==> src/rtl/seq_gen_tx_if.sv <==
// seq_gen_tx_if -- handshake/data bundle for the serial pattern transmitter.
//   start     : request to begin a transmission (master -> slave)
//   pat       : PAT_W-bit pattern, sent MSB first (master -> slave)
//   reps      : number of back-to-back repetitions, 0..15 (master -> slave)
//   out       : serial data bit (slave -> master)
//   out_valid : out carries a pattern bit (slave -> master)
//   busy      : transmitter is sending (slave -> master)
//   done      : one-cycle completion pulse (slave -> master)
interface seq_gen_tx_if #(
  parameter int PAT_W = 4
);
  logic             start;
  logic [PAT_W-1:0] pat;
  logic [3:0]       reps;
  logic             out;
  logic             out_valid;
  logic             busy;
  logic             done;

  modport master (
    output start, pat, reps,
    input  out, out_valid, busy, done
  );

  modport slave (
    input  start, pat, reps,
    output out, out_valid, busy, done
  );
endinterface

==> src/rtl/seq_gen_tx.sv <==
// seq_gen_tx -- serializes a PAT_W-bit pattern MSB first, repeated 'reps'
// times back to back, then emits a one-cycle done pulse.
// Ports:
//   clk : clock, all state changes on its rising edge
//   rst : synchronous active-high reset
//   bus : seq_gen_tx_if slave modport (start/pat/reps in, out/out_valid/busy/done out)
// Every output is a register updated together with the state, so the value
// seen in a cycle always corresponds to the state held in that cycle.
module seq_gen_tx #(
  parameter int   PAT_W    = 4,
  parameter logic IDLE_BIT = 1'b0
) (
  input  logic            clk,
  input  logic            rst,
  seq_gen_tx_if.slave     bus
);

  localparam int BIT_W = (PAT_W > 1) ? $clog2(PAT_W) : 1;
  localparam logic [BIT_W-1:0] LAST_BIT = BIT_W'(PAT_W - 1);

  typedef enum logic [1:0] {
    IDLE = 2'd0,
    SEND = 2'd1,
    DONE = 2'd2
  } state_t;

  state_t           state_reg;
  logic [PAT_W-1:0] pat_reg;    // captured pattern, reloaded for each repetition
  logic [PAT_W-1:0] shift_reg;  // bits of the current repetition not yet on out
  logic [3:0]       rep_cnt;    // repetitions remaining, including the current one
  logic [BIT_W-1:0] bit_cnt;    // index of the bit currently on out
  logic             out_reg;
  logic             out_valid_reg;
  logic             busy_reg;
  logic             done_reg;

  always_ff @(posedge clk) begin
    if (rst) begin
      state_reg     <= IDLE;
      pat_reg       <= '0;
      shift_reg     <= '0;
      rep_cnt       <= '0;
      bit_cnt       <= '0;
      out_reg       <= IDLE_BIT;
      out_valid_reg <= 1'b0;
      busy_reg      <= 1'b0;
      done_reg      <= 1'b0;
    end else begin
      case (state_reg)
        IDLE: begin
          out_reg       <= IDLE_BIT;
          out_valid_reg <= 1'b0;
          busy_reg      <= 1'b0;
          done_reg      <= 1'b0;
          if (bus.start) begin
            if (bus.reps != 4'd0) begin
              // The MSB goes straight to out so it is visible the cycle
              // after start is sampled; the remainder waits in shift_reg.
              pat_reg       <= bus.pat;
              shift_reg     <= bus.pat << 1;
              rep_cnt       <= bus.reps;
              bit_cnt       <= '0;
              out_reg       <= bus.pat[PAT_W-1];
              out_valid_reg <= 1'b1;
              busy_reg      <= 1'b1;
              state_reg     <= SEND;
            end else begin
              done_reg  <= 1'b1;
              state_reg <= DONE;
            end
          end
        end

        SEND: begin
          if (bit_cnt == LAST_BIT) begin
            if (rep_cnt > 4'd1) begin
              // Seamless reload: first bit of the next repetition follows
              // the last bit of this one with no gap.
              rep_cnt   <= rep_cnt - 4'd1;
              bit_cnt   <= '0;
              out_reg   <= pat_reg[PAT_W-1];
              shift_reg <= pat_reg << 1;
            end else begin
              rep_cnt       <= '0;
              out_reg       <= IDLE_BIT;
              out_valid_reg <= 1'b0;
              busy_reg      <= 1'b0;
              done_reg      <= 1'b1;
              state_reg     <= DONE;
            end
          end else begin
            bit_cnt   <= bit_cnt + BIT_W'(1);
            out_reg   <= shift_reg[PAT_W-1];
            shift_reg <= shift_reg << 1;
          end
        end

        DONE: begin
          out_reg       <= IDLE_BIT;
          out_valid_reg <= 1'b0;
          busy_reg      <= 1'b0;
          done_reg      <= 1'b0;
          state_reg     <= IDLE;
        end

        default: begin
          out_reg       <= IDLE_BIT;
          out_valid_reg <= 1'b0;
          busy_reg      <= 1'b0;
          done_reg      <= 1'b0;
          state_reg     <= IDLE;
        end
      endcase
    end
  end

  assign bus.out       = out_reg;
  assign bus.out_valid = out_valid_reg;
  assign bus.busy      = busy_reg;
  assign bus.done      = done_reg;

endmodule

==> src/flat_wrapper.sv <==
// flat-port wrapper written by rule: the top's interface ports become plain ports
module seq_gen_tx_flat 
#(
  parameter int   PAT_W    = 4,
  parameter logic IDLE_BIT = 1'b0
)
  (clk, rst, bus_start, bus_pat, bus_reps, bus_out, bus_out_valid, bus_busy, bus_done);
  seq_gen_tx_if #(.PAT_W(PAT_W)) bus_i ();
  input  logic clk;
  input  logic rst;
  input wire logic [$bits(bus_i.start)-1:0] bus_start;
  input wire logic [$bits(bus_i.pat)-1:0] bus_pat;
  input wire logic [$bits(bus_i.reps)-1:0] bus_reps;
  output wire logic [$bits(bus_i.out)-1:0] bus_out;
  output wire logic [$bits(bus_i.out_valid)-1:0] bus_out_valid;
  output wire logic [$bits(bus_i.busy)-1:0] bus_busy;
  output wire logic [$bits(bus_i.done)-1:0] bus_done;
  assign bus_i.start = bus_start;
  assign bus_i.pat = bus_pat;
  assign bus_i.reps = bus_reps;
  assign bus_out = bus_i.out;
  assign bus_out_valid = bus_i.out_valid;
  assign bus_busy = bus_i.busy;
  assign bus_done = bus_i.done;
  seq_gen_tx #(.PAT_W(PAT_W), .IDLE_BIT(IDLE_BIT)) u_core (.clk(clk), .rst(rst), .bus(bus_i));
endmodule
==> config.mk <==
export PLATFORM = sky130hd
export DESIGN_NAME = seq_gen_tx_flat
export DESIGN_NICKNAME = d
export VERILOG_FILES = /design/src/rtl/seq_gen_tx_if.sv /design/src/rtl/seq_gen_tx.sv /design/src/flat_wrapper.sv
export SDC_FILE = /design/constraint.sdc
export NUM_CORES = 1
export LEC_CHECK = 0
export ABC_CLOCK_PERIOD_IN_PS = 4900
export BUFFER_PORTS_ARGS = -buffer_cell sky130_fd_sc_hd__buf_2
export CORE_UTILIZATION = 57
export DETAILED_ROUTE_END_ITERATION = 10
export PLACE_DENSITY = 0.81
export SKIP_LAST_GASP = 1
export SYNTH_ARGS = -nofsm -noshare
export SYNTH_HDL_FRONTEND = slang
export SYNTH_SLANG_ARGS = --single-unit
==> constraint.sdc <==
create_clock -name clk -period 4.9 [get_ports clk]
set_input_delay 0.735 -clock clk [delete_from_list [all_inputs] [get_ports clk]]
set_output_delay 0.735 -clock clk [all_outputs]
set_load 0.1 [all_outputs]
### Word level (Yosys, flattened, before mapping)

Index checks and enable logic that the tools add are counted.
W data, S select, Z words.

| storage, ports and cells | value |
|---|---|
| input port bits | 11 |
| bits in registers | 19 |

| cells by class | value |
|---|---|
| equality and inequality tests | 7 |
| multiplexer cells | 35 |
| order comparisons | 1 |
| add/sub/neg operators | 2 |
| reduce and logical (&&, ||, !) cells | 8 |

Operator list:

| operator | count |
|---|---|
| $mux W4 | 8 |
| $mux W2 | 8 |
| $pmux W4 S2 | 2 |
| $mux W1 | 12 |
| $pmux W2 S2 | 2 |
| $reduce_and A4 Y1 | 2 |
| $pmux W1 S2 | 3 |
| $reduce_and A3 Y1 | 2 |
| $gt A4 B1 Y1 const B | 1 |
| $ne A2 B1 Y1 const B | 2 |
| $ne A2 B2 Y1 const B | 2 |
| $reduce_bool A4 Y1 | 1 |
| $sub A4 B1 Y4 const B | 1 |
| $ne A3 B3 Y1 const B | 1 |
| $add A2 B1 Y2 const B | 1 |
| $eq A2 B1 Y1 const B | 1 |
| $eq A2 B2 Y1 const B | 1 |
| $logic_not A2 Y1 | 1 |
| $reduce_and A2 Y1 | 1 |
| $reduce_bool A2 Y1 | 1 |

### Logic depth before layout (Yosys ltp)

Gate-level depths: netlist of the first run.

| depth | value |
|---|---|
| depth after elaboration | 4 |
| gate-level depth with buffers | 6 |
| depth with buffers taken out | 6 |

### Worst setup path before layout of the first run

No wires, ideal clock.

| timing | value |
|---|---|
| kind | reg2out |
| from | register u_core.out_valid_reg (netlist: u_core.bus.out_valid) |
| to | output port bus_out_valid |
| path buffers | 1 |
| setup slack | 2792 ps |
| stages on the path, launching flop included | 2 |
| arrival time | 1373 ps |
| path through | dfxtp_1 buf_4 |

RTL lines:

| what | line | text |
|---|---|---|
| start: declaration | seq_gen_tx.sv:33 | `logic out_valid_reg;` |
| start signal: assignment | seq_gen_tx.sv:45 | `out_valid_reg <= 1'b0;` |
| start signal: assignment | seq_gen_tx.sv:52 | `out_valid_reg <= 1'b0;` |
| start signal: assignment | seq_gen_tx.sv:64 | `out_valid_reg <= 1'b1;` |
| end: declaration | flat_wrapper.sv:15 | `output wire logic [$bits(bus_i.out_valid)-1:0] bus_out_valid;` |

No word-level cell between the ends.

### Worst setup path in the final report of the first run

| timing | value |
|---|---|
| from | register u_core.bit_cnt[0] |
| to | register u_core.shift_reg[1] |

| between the ends | value |
|---|---|
| word-level cells in the longest chain between the ends | 3 |
| elaborated cells between the ends (all ways) | 5 |

RTL lines:

| what | line | text |
|---|---|---|
| start: declaration | seq_gen_tx.sv:31 | `logic [BIT_W-1:0] bit_cnt;` |
| start signal: assignment | seq_gen_tx.sv:92 | `bit_cnt <= bit_cnt + BIT_W'(1);` |
| $eq A2 B2 Y1 * | seq_gen_tx.sv:75 | `if (bit_cnt == LAST_BIT) begin` |
| $ne A3 B3 Y1 (no source line) or $mux W4 (tied branches) | n/a |  |
| $reduce_and A4 Y1 (no source line) or $pmux W4 S2 (tied branches) | n/a |  |
| end signal: assignment | seq_gen_tx.sv:60 | `shift_reg <= bus.pat << 1;` |
| end signal: assignment | seq_gen_tx.sv:82 | `shift_reg <= pat_reg << 1;` |
| end signal: assignment | seq_gen_tx.sv:94 | `shift_reg <= shift_reg << 1;` |
| end: declaration | seq_gen_tx.sv:29 | `logic [PAT_W-1:0] shift_reg;` |

Mark *: on every way between the ends. The rest lies on a longest branch, timed or not.
A chain may end at the register's enable or synchronous reset.

==> impl_metrics.csv, run 1 <==
group,metric,value,unit
run_status,outcome,"completed",
grt,use_met3,6.96,%
layout,area_delta_synth_final,10.4,%
worst_setup_path,ff2ff_setup_slack,2.74,ns
worst_setup_path,critPathMaxFanout,8,
worst_setup_path,cp.arrival,2.37,ns
worst_setup_path,start_kind,"register",
layout,nets,130,
floorplan,core,0.00138,sq mm
placed_design,port_buffers,14,
sta,hold_violations,0,
sta,fin_ws,2.74,ns
grt,overflow,0,
synth,synthCells,103,
drt,drt_wl_total,2.08,mm
placed_design,globalplace.congestion,0.808,
drt,num_vias,838,
worst_setup_path,cp-startpoint,"u_core.bit_cnt[0]",
floorplan,initial_utilization,65.2,%
cts,numCtsBuffers,3,
cts,cts_resized,0,
cts,clock_latency,0.31,ns
sta,skew,0.00459,ns
synth,synth.avg_cell_area,8.75,sq um
synth,yosys-top-cells-area,"dfxtp_1, a21oi_1, nand2_1",
sta,hold-worst-slack,0.468,ns
grt,grt_max_degree,19,
layout,multi_input_area,494,sq um
run,maxCapViolations,0,
placed_design,dpl_worst_slack,2.79,ns
layout,drive_gt1_share,20.9,%
synth,synth.distinct_cells,30,
drt,detail-route-antenna-nets,0,
floorplan,die_area,0.00174,sq mm
layout,final_cell_mix,"dfxtp_1, a21oi_1, nand2_1, buf_2, nor2_1",
grt,gr-max-usage-layer,"met2",
cts,clkSinkCount,18,
layout,antennaDiodeCount,0,
grt,antenna_found_initial,0,
synth,ys_ff_latch,18,
drt,drtIter0Drc,21,
cts,cts_setup_buffers,0,
synth,syn_area,901,sq um
sta,period_minus_slack,2.16,ns
sta,period_share,44.0,%
drt,wire_per_inst,16.0,microns
layout,fillers,115,
cts,cts.path.max_buffers,2,
grt,gr-usage-all-layers,26.3,%
worst_setup_path,cp.required,5.11,ns
floorplan,num_rows,13,
placed_design,placed_cell_area,958,sq um
sta,slew_viol_final,0,
worst_setup_path,path_class,"register to register",
synth,yosys_warnings,0,
hold_path,hp-start,"u_core.pat_reg[0]",
layout,ff_latch_area,360,sq um
drt,via_per_inst,6.45,
hold_path,worstHoldPathType,"register to register",
worst_setup_path,endpoint,"u_core.shift_reg[1]",
floorplan,fp.dieW,41.8,microns
cts,cts_hold_buf,0,
sta,setup_viol,0,
layout,final_common_cell,"dfxtp_1",
synth,yosysTopAreaCell,"dfxtp_1",
synth,ys_seq_area_share,40.0,%
sta,rsz0062_at_grt,"false",
power_and_ir_drop,powerDensity,361,mW/mm^2
layout,fin_area,995,sq um
cts,clkTransAtPathRegs,0.10,ns
worst_setup_path,reg2reg_to,"u_core.shift_reg[1]",
cts,h-tree-depth,1,
drt,dr.pass1.iters,4,
floorplan,ios,15,
synth,syn_nets,117,
grt,grt_pass1_vias,747,
drt,post-route-drc-count,0,
sta,max_slew.worst_pin.slew,0.864,ns
placed_design,hpwl,1.41,mm
grt,met2_usage,39.1,%
worst_setup_path,end_kind,"register",
grt,grtUsageMet1,34.2,%
floorplan,die_h,41.8,microns
worst_setup_path,rr_startpoint,"u_core.bit_cnt[0]",
grt,grt_first_pass_wirelength,3.42,mm
sta,max_freq,0.463,GHz
cts,root_buffer,"clkbuf_4",
synth,synth_top_area_share,40.0,%
sta,timing.slew.headroom,41.9,%
sta,tns,0,ns
power_and_ir_drop,ir_worst_vdd,0.000255,V
power_and_ir_drop,p_leak,0.000436,uW
cts,cts_tree,"yes",
worst_setup_path,r2r_cells,5,
## synth_stat cells
master and instances:
a31oi_1 2, nor3_1 4, nand2_1 14, or4_4 1
inv_1 4, a22oi_4 1, o31ai_1 3, nand2b_1 2
o211ai_1 2, nor2b_1 3, a31o_2 1, and4b_1 1
buf_4 2, o31a_1 2, o221ai_1 2, mux2i_1 2
dfxtp_1 18, buf_2 1, a21oi_1 14, nand3_1 3
and2_1 1, and3b_1 1, a221oi_2 2, a32oi_1 1
ha_1 3, clkbuf_1 3, nor4_1 3, nor2_1 5
a211oi_1 1, nor3b_2 1
## worst min-delay path by stage
stage                   endpoint  cells after the start
2_1_floorplan  u_core.pat_reg[1]                      2
3_3_place_gp   u_core.pat_reg[0]                      2
3_5_place_dp   u_core.pat_reg[0]                      2
4_1_cts        u_core.pat_reg[0]                      2
5_1_grt        u_core.pat_reg[3]                      2
6_report       u_core.pat_reg[0]                      2
## per-stage QoR
| stage | cells | power [uW] | util (%) |
|---|---|---|---|
| 2_1_floorplan | 103 | 245 | - |
| 3_3_place_gp | 126 | 261 | 69.3 |
| 3_5_place_dp | 126 | 264 | 69.3 |
| 4_1_cts | 130 | 360 | 71.9 |
| 5_1_grt | 130 | 375 | 71.9 |
| 6_report | 130 | 359 | 71.9 |
## worst max-delay path, cell delays in order (launching register included)
cell,delay [ns]
dfxtp_1,0.37
ha_1,0.42
nand2b_1,0.16
o31ai_1,0.73
a21oi_1,0.09
nor4_1,0.29
## cells by family after synthesis
family | Yosys count | synth area share (%)
simple gates | 39 | 22.8
compound gates | 31 | 25.7
flops | 18 | 40.0
buf+inv | 10 | 5.14
fa+ha+maj | 3 | 4.17
mux | 2 | 2.22
## where the power goes
part / internal (uW) / switching [uW] / leakage [uW]
registers: 160 / 10.1 / 0.000148
clock network: 45.4 / 50.2 / 0.0000210
logic: 29.6 / 63.5 / 0.000267
## area by class of cell
type / instances / share of cell area [%]
clock buffer: 4 / 3.65
inverter: 4 / 1.51
multi-input combinational: 75 / 49.7
sequential: 18 / 36.2
tap: 15 / 1.89
timing repair buffer: 14 / 7.04
## per-layer routing
| metal | up-vias | part of all wire, % |
|---|---|---|
| met1 | 399 | 44 |
| met2 | 32 | 47 |
| met4 | 0 | 2.1 |
| met3 | 4 | 6.1 |
| met5 | - | 0 |
| li1 | 403 | - |
Power figures use the tool's default switching activity.
==> run 2, diff against run 1 <==
--- a/config.mk
+++ b/config.mk
@@ -5,11 +5,11 @@
 export SDC_FILE = /design/constraint.sdc
 export NUM_CORES = 1
 export LEC_CHECK = 0
-export ABC_CLOCK_PERIOD_IN_PS = 4900
+export ABC_CLOCK_PERIOD_IN_PS = 2000
 export BUFFER_PORTS_ARGS = -buffer_cell sky130_fd_sc_hd__buf_2
-export CORE_UTILIZATION = 57
+export CORE_UTILIZATION = 53
 export DETAILED_ROUTE_END_ITERATION = 10
-export PLACE_DENSITY = 0.81
+export PLACE_DENSITY = 0.76
 export SKIP_LAST_GASP = 1
 export SYNTH_ARGS = -nofsm -noshare
 export SYNTH_HDL_FRONTEND = slang
==> constraint.sdc (replaced) <==
create_clock -name clk -period 2 [get_ports clk]
set_input_delay 0.3 -clock clk [delete_from_list [all_inputs] [get_ports clk]]
set_output_delay 0.3 -clock clk [all_outputs]
set_load 0.1 [all_outputs]
==> run 2 against run 1 <==
Effect of this change: critical path depth grew 1; via count grew 0.48%; non-clock buffer count grew 3; sequential power grew 150%; hold slack lost 0.23 ns; largest cell class unchanged.
==> impl_metrics.csv, run 2 (same netlist as run 1, synthesis figures left out) <==
group,metric,value,unit
sta,max_freq,0.599,GHz
sta,skew,0.00511,ns
drt,num_vias,842,
cts,cts_tree,"yes",
drt,wire_per_inst,15.0,microns
power_and_ir_drop,ir_worst_vdd,0.000664,V
layout,final_common_cell,"dfxtp_1",
worst_setup_path,path_class,"register to register",
sta,rsz0062_at_grt,"false",
sta,hold_violations,0,
power_and_ir_drop,powerDensity,863,mW/mm^2
cts,root_buffer,"clkbuf_4",
cts,h-tree-depth,1,
cts,clkTransAtPathRegs,0.11,ns
cts,clkSinkCount,18,
drt,dr.pass1.iters,4,
worst_setup_path,cp.required,2.26,ns
floorplan,initial_utilization,58.4,%
drt,post-route-drc-count,0,
drt,via_per_inst,6.28,
grt,grt_max_degree,19,
floorplan,die_h,43.2,microns
run_status,outcome,"completed",
power_and_ir_drop,finalPower,879,uW
sta,max_slew.worst_pin.slew,0.493,ns
layout,nets,133,
hold_path,worstHoldPathType,"input pin to register",
sta,slew_viol_final,0,
drt,drtIter0Drc,23,
layout,drive_gt1_share,22.9,%
floorplan,num_rows,14,
worst_setup_path,cp.arrival,1.93,ns
placed_design,hpwl,1.47,mm
cts,cts_setup_buffers,0,
cts,cts.path.max_buffers,2,
placed_design,globalplace.congestion,0.865,
placed_design,port_buffers,14,
drt,drt_wl_total,2.00,mm
run,maxCapViolations,0,
floorplan,die_area,0.00187,sq mm
grt,antenna_found_initial,0,
drt,detail-route-antenna-nets,0,
floorplan,fp.dieW,43.2,microns
worst_setup_path,critPathMaxFanout,7,
cts,cts_hold_buf,0,
cts,cts_resized,0,
sta,setup_viol,0,
worst_setup_path,start_kind,"register",
grt,gr-usage-all-layers,24.0,%
layout,area_delta_synth_final,13.1,%
sta,period_minus_slack,1.67,ns
floorplan,ios,15,
cts,numCtsBuffers,3,
grt,grt_first_pass_wirelength,3.35,mm
sta,tns,0,ns
layout,antennaDiodeCount,0,
power_and_ir_drop,p_leak,0.000451,uW
floorplan,core,0.00154,sq mm
layout,final_cell_mix,"dfxtp_1, a21oi_1, nand2_1, buf_2, nor2_1",
grt,overflow,0,
grt,grt_pass1_vias,778,
worst_setup_path,end_kind,"register",
cts,clock_latency,0.30,ns
sta,timing.slew.headroom,67.3,%
sta,period_share,83.5,%
==> run 2: power by group <==
part	switching [uW]	internal, uW
combinational	153	77.8
sequential	25.9	391
clock	119	111
==> run 2: final timing paths <==
| kind | from | to | slack, ns | depth (start not counted) |
|---|---|---|---|---|
| worst max-delay path | u_core.rep_cnt[0] | u_core.bus.done | 0.33 | 6 |
| worst min-delay path | bus_pat[0] | u_core.pat_reg[0] | 0.24 | 3 |
| worst max register to register | u_core.rep_cnt[0] | u_core.bus.done | 0.33 | 6 |
| worst min register to register | u_core.pat_reg[0] | u_core.pat_reg[0] | 0.47 | 2 |
==> run 2: area by class of cell <==
| cell class | instances | area [sq um] |
|---|---|---|
| Clock buffer | 4 | 36.3 |
| Multi-Input combinational cell | 75 | 494 |
| Tap cell | 16 | 20.0 |
| Sequential cell | 18 | 360 |
| Fill cell | 134 | 523 |
| Timing Repair Buffer | 17 | 92.6 |
| Inverter | 4 | 15.0 |
==> run 2: per-layer routing <==
metal / vias up / track usage [%] / wire, microns
li1: 411 / - / -
met1: 400 / 30.0 / 857
met2: 26 / 40.6 / 989
met3: 5 / 2.55 / 117
met4: 0 / 11.5 / 40
met5: - / 0 / 0
==> run 2: critical path, stage by stage (launching register included) <==
cell and delay (ns):
dfxtp_1 0.34, inv_1 0.12, ha_1 0.23, nor2_1 0.08, o31a_1 0.38, nor4_1 0.32
a31o_2 0.15
==> run 2: metrics by stage <==
stage | cell area, sq um | hold WS, ns | util (%) | setup WS (ns) | instances
floorplan | 901 | 0.436 | - | 0.327 | 103
global placement | 982 | 0.444 | 63.7 | 0.369 | 130
detailed placement | 982 | 0.458 | 63.7 | 0.336 | 130
CTS | 1020 | 0.237 | 66.1 | 0.327 | 134
global route | 1020 | 0.254 | 66.1 | 0.197 | 134
finish | 1020 | 0.240 | 66.1 | 0.330 | 134
